[src/rtl/prod_accumulator.sv]
// prod_accumulator: frames an 8-bit product stream into bursts and accumulates each into a sum.
// Optional PROD_ACC_SAT_EN: clamp the sum at 2^ACC_W-1 on carry-out instead of wrapping.
module prod_accumulator #(
  parameter int unsigned ACC_W     = 16,
  parameter int unsigned MAX_BEATS = 8,
  parameter int unsigned CNT_W     = $clog2(MAX_BEATS + 1)
) (
  input  logic             clk,
  input  logic             rst,
  input  logic             in_valid,
  output logic             in_ready,
  input  logic [7:0]       in_prod,
  input  logic             in_last,
  output logic             out_valid,
  input  logic             out_ready,
  output logic [ACC_W-1:0] out_sum,
  output logic [CNT_W-1:0] out_count,
  output logic             out_ovf
);

  typedef enum logic [0:0] {StAcc, StHold} state_e;

  state_e           r_state;
  logic [ACC_W-1:0] r_acc;
  logic [CNT_W-1:0] r_cnt;
  logic             r_ovf;

  logic             w_fire;
  logic             w_close;
  logic             w_carry;
  logic [ACC_W:0]   w_sum;
  logic [ACC_W-1:0] w_acc_next;
  logic [CNT_W-1:0] w_cnt_inc;

  assign w_fire    = in_valid && (r_state == StAcc);
  assign w_sum     = {1'b0, r_acc} + {{(ACC_W - 7){1'b0}}, in_prod};
  assign w_carry   = w_sum[ACC_W];
  assign w_cnt_inc = r_cnt + 1'b1;
  assign w_close   = in_last || (w_cnt_inc == CNT_W'(MAX_BEATS));

`ifdef PROD_ACC_SAT_EN
  // Once clamped, any further non-zero beat carries again, so the clamp is sticky.
  assign w_acc_next = w_carry ? {ACC_W{1'b1}} : w_sum[ACC_W-1:0];
`else
  assign w_acc_next = w_sum[ACC_W-1:0];
`endif

  always_ff @(posedge clk or posedge rst) begin
    if (rst) begin
      r_state <= StAcc;
      r_acc   <= '0;
      r_cnt   <= '0;
      r_ovf   <= 1'b0;
    end else begin
      unique case (r_state)
        StAcc: begin
          if (w_fire) begin
            r_acc <= w_acc_next;
            r_cnt <= w_cnt_inc;
            r_ovf <= r_ovf | w_carry;
            if (w_close) r_state <= StHold;
          end
        end
        StHold: begin
          if (out_ready) begin
            r_acc   <= '0;
            r_cnt   <= '0;
            r_ovf   <= 1'b0;
            r_state <= StAcc;
          end
        end
        default: r_state <= StAcc;
      endcase
    end
  end

  assign in_ready  = (r_state == StAcc);
  assign out_valid = (r_state == StHold);
  assign out_sum   = r_acc;
  assign out_count = r_cnt;
  assign out_ovf   = r_ovf;

endmodule

[config.mk]
export PLATFORM = sky130hd
export DESIGN_NAME = prod_accumulator
export DESIGN_NICKNAME = d
export VERILOG_FILES = /design/src/rtl/prod_accumulator.sv
export SDC_FILE = /design/constraint.sdc
export NUM_CORES = 1
export LEC_CHECK = 0
export CAP_MARGIN = 20
export CORE_MARGIN = 3
export CORE_UTILIZATION = 47
export DETAILED_ROUTE_END_ITERATION = 8
export PLACE_DENSITY = 0.83
export SLEW_MARGIN = 10
export SYNTH_ARGS = -nofsm -noshare
export SYNTH_HDL_FRONTEND = slang
export SYNTH_SLANG_ARGS = --single-unit
[constraint.sdc]
create_clock -name clk -period 2.7 [get_ports clk]
set_clock_uncertainty 0.15 [all_clocks]
set_input_delay 0.54 -clock clk [delete_from_list [all_inputs] [get_ports clk]]
set_output_delay 0.54 -clock clk [all_outputs]
set_load 0.02 [all_outputs]
==> out/results.md <==
| Metric | Value |
|:---|:---|
| Run status | finished clean |
| Residual DRC | 0 |
| Sequential area share after synthesis | 0.4231 |
| Count of state elements after synthesis | 22 |
| Top library cells by usage in the layout, fill and taps aside | clkdlybuf4s50_1 (35), nand2_1 (22), dfrtp_1 (22) |
| Remaining Overflow, GRT | 0 |
| Most common cell after layout, fill and taps aside | clkdlybuf4s50_1 |
| Final worst-path setup slack | 0.1871 ns |
| Maximum number of pins on one net before global-route repair | 23 |
| Final hold vios | 0 |
| H-tree depth | 1 |
| Number of top-level pins | 36 |
| Endpoint arrival time on the critical path | 2.56 ns |
| Number of sinks handled by clock tree synthesis | 22 |
| Area taken by multi-input logic gates | 718.2 µm² |
| Cell variety after synth | 34 |
| Critical-path cell list | clkdlybuf4s50_1 -> ha_1 -> inv_1 -> fa_1 -> and2b_1 -> o2111ai_2 -> a31oi_4 -> nand3_1 -> mux2i_1 |
| Overall routed net length | 2880 µm |
| Number of cells traversed by the worst register-to-register path | 8 |
| Count of final setup violators | 0 |
| Placed cell count | 197 |
| Share of the synthesized netlist area taken by xor and xnor gates | 0.04712 |
| Maximum net fanout on the critical path | 5 |
| Total of fill cells in the finished design | 209 |
| Area of the core | 2545 µm² |
| Later-pin clock latency in the skew report | 0.30 ns |
| DRT Pass-1 Iters | 4 |
| Fmax | 398.0 MHz |
| Setup repair after global routing missed its margin | false |
| Sequential cell area in the final layout | 550.5 µm² |
| Wire length of the first global-routing pass | 5181 µm |
| Crit start category | input pin |
| Initial DRC Count | 26 |
| Clock Root Buffer | clkbuf_4 |
| Vias per cell | 5.637 |
| Final core utilization | 0.6908 |
| Number of antenna violations at the first check in global routing | 0 |
| Worst path slowest cell | clkdlybuf4s50_1 |
| Die ar. | 3436 µm² |
| IR drop worst, VDD | 0.5959 mV |
| Post-cts hold buffer count | 0 |
| Post-DRT Antenna Nets | 0 |
| Yosys warning count | 0 |
| Die extent in x | 58.62 µm |
| Worst slack after detailed placement | -0.1334 ns |
| Syn Nets | 154 |
| Req. time, crit path | 2.74 ns |
| Setup total negative slack | 0 ns |
| Adder and majority cell fraction of the synthesized area | 0.1019 |
| Average cell area after synthesis | 9.933 µm² |
| Period utilization | 0.9307 |
| Post-synthesis cell area | 1301 µm² |
| Number of inserted diodes | 0 |
| Kind of cell adding the most delay to the critical path | adder cells |
| Via count | 1,133 |
| Share of Yosys cell area claimed by the top area cell type | 0.4231 |
| Instance count of the mapped netlist | 131 |
| Port Buffers | 35 |
| Share of cell area taken by muxes after synthesis | 0.06154 |
| Y dimension of the die | 58.62 µm |
| Kind of capture point of the worst setup path | flop |
| WL/cell | 14.33 µm |
| Min cycle time layout | 2.513 ns |
| Layout overhead on the synthesized area | 35.10% |
| Number of max-slew violations in the final report | 0 |
| HPWL after DPL | 2236 µm |
| Count of non-filler cells in the finished layout | 201 |
| Total CTS buffers | 3 |
| Buf+Inv Stages, Crit Path | 2 |
| Share of final-layout standard cells stronger than drive strength 1 | 0.08187 |
| Number of gates resized after cts | 0 |
| Synth Area in Simple Gates | 0.1356 |
| RR Startpoint | out_sum[0] |
| Setup slack of the worst register-to-register path | 0.48 ns |
| P_leak | 0.8361 nW |
| Largest area contributor in the netlist | dfrtp_1 |
| Rows | 18 |
| Worst Hold Launch | out_ovf |
| Ratio of total power to cell area | 898.6 nW/µm² |
| Weighted congestion reported at the end of routability-driven placement | 0.8119 |
| Complex-gate fraction of the synthesized area | 0.2058 |
| Count of maximum capacitance violations | 0 |
| Crit-path max cell delay | 0.46 ns |
| Classification of the worst setup path | input pin to flop |
| Max Root-Sink Buffers | 2 |
| Worst slew pin tran | 0.3686 ns |
| Endpoint of the lowest-slack register-to-register path | out_sum[14] |
| Final-layout worst hold slack | 0.3639 ns |
| TritonCTS clock tree | yes |
| Setup Buffers After CTS | 0 |
| Ranking of synthesized cells by area | dfrtp_1 (42%), ha_1 (8.7%), nand2_1 (6.3%) |
| Number of cells on the worst hold path | 1 |
| Via count of the first global-routing pass | 1,233 |
| HP Class | flop to flop |
| Combinational family with the most area after synthesis | compound AO/OA/AOI/OAI gates |
| Net total in the final layout | 195 |
| Hold Crit Endpoint | out_ovf |
| Tot GR Track Use | 0.1899 |
| Max transition margin | 0.7537 |
| CTS clk-pin slew, worst paths | 0.12 ns |
| Initial Utilization | 0.5113 |
==> per-stage QoR <==
step                      cell area (µm²)  power (mW)
after detailed placement             1705       1.340
after floorplan                      1301       1.034
after global routing                 1758       1.710
final                                1758       1.580
after global placement               1705       1.314
after CTS                            1758       1.593
==> worst max-delay path by stage <==
stage | from | end | slack (ns) | depth (start not counted)
floorplan | in_prod[0] | out_sum[10] | 0.43 | 8
global placement | in_prod[0] | out_sum[10] | -0.09 | 9
detailed placement | in_prod[0] | out_sum[12] | -0.13 | 9
CTS | in_prod[0] | out_sum[14] | 0.18 | 9
global route | in_prod[0] | out_sum[10] | 0.09 | 9
finish | in_prod[0] | out_sum[14] | 0.19 | 9
==> metal layers <==
layer / up-vias / global-route usage / wire, µm
li1: 551 / - / -
met1: 547 / 0.2375 / 1269
met2: 28 / 0.3333 / 1401
met3: 7 / 0.02851 / 153
met4: 0 / 0.06472 / 56
met5: - / 0 / 0
==> synthesized netlist by cell type <==
library cell,n
buf_2,2
ha_1,9
o2111ai_2,1
and3_4,2
o21ai_1,6
a31oi_1,2
o21a_1,1
nand3_1,7
o2111ai_1,1
a31oi_4,1
nor2b_1,1
o22ai_1,1
o211a_1,1
a21o_1,3
a32o_2,1
nand4_1,1
nand2_1,22
fa_1,1
a21oi_2,1
xor2_1,3
a211o_1,1
nand2b_1,1
inv_1,5
clkbuf_1,1
a21oi_1,6
mux2i_1,8
nor2_1,1
xnor2_1,4
o21bai_1,1
and3_1,1
o21ai_0,10
and2b_1,1
a22o_1,2
dfrtp_1,22
==> kinds of logic after synthesis <==
group | count (synthesis)
AO/OA/AOI/OAI | 39
AND/OR/NAND/NOR | 37
flip-flops | 22
adder cells (fa/ha/maj) | 10
buffers and inverters | 8
multiplexers | 8
XOR/XNOR | 7
==> final cells by class <==
class,count,area share
inverters,5,0.01068
repair buffers,39,0.2164
multi-input cells,101,0.4085
well taps,30,0.02135
clock buffers,3,0.01281
clock inverters,1,0.01708
flip-flops and latches,22,0.3132
==> registers in the layout, summed over array words and instances (netlist names) <==
register	flops
out_ovf	1
out_valid	1
out_count	4
out_sum	16
==> power by group <==
part	switching [mW]	internal, mW	leakage [nW]	total, mW
clock network	0.0985	0.150	0.0279	0.248
registers	0.0962	0.416	0.290	0.512
logic	0.432	0.387	0.518	0.819
total	0.627	0.953	0.836	1.58
Note: power is estimated with default switching activity, not from simulation.
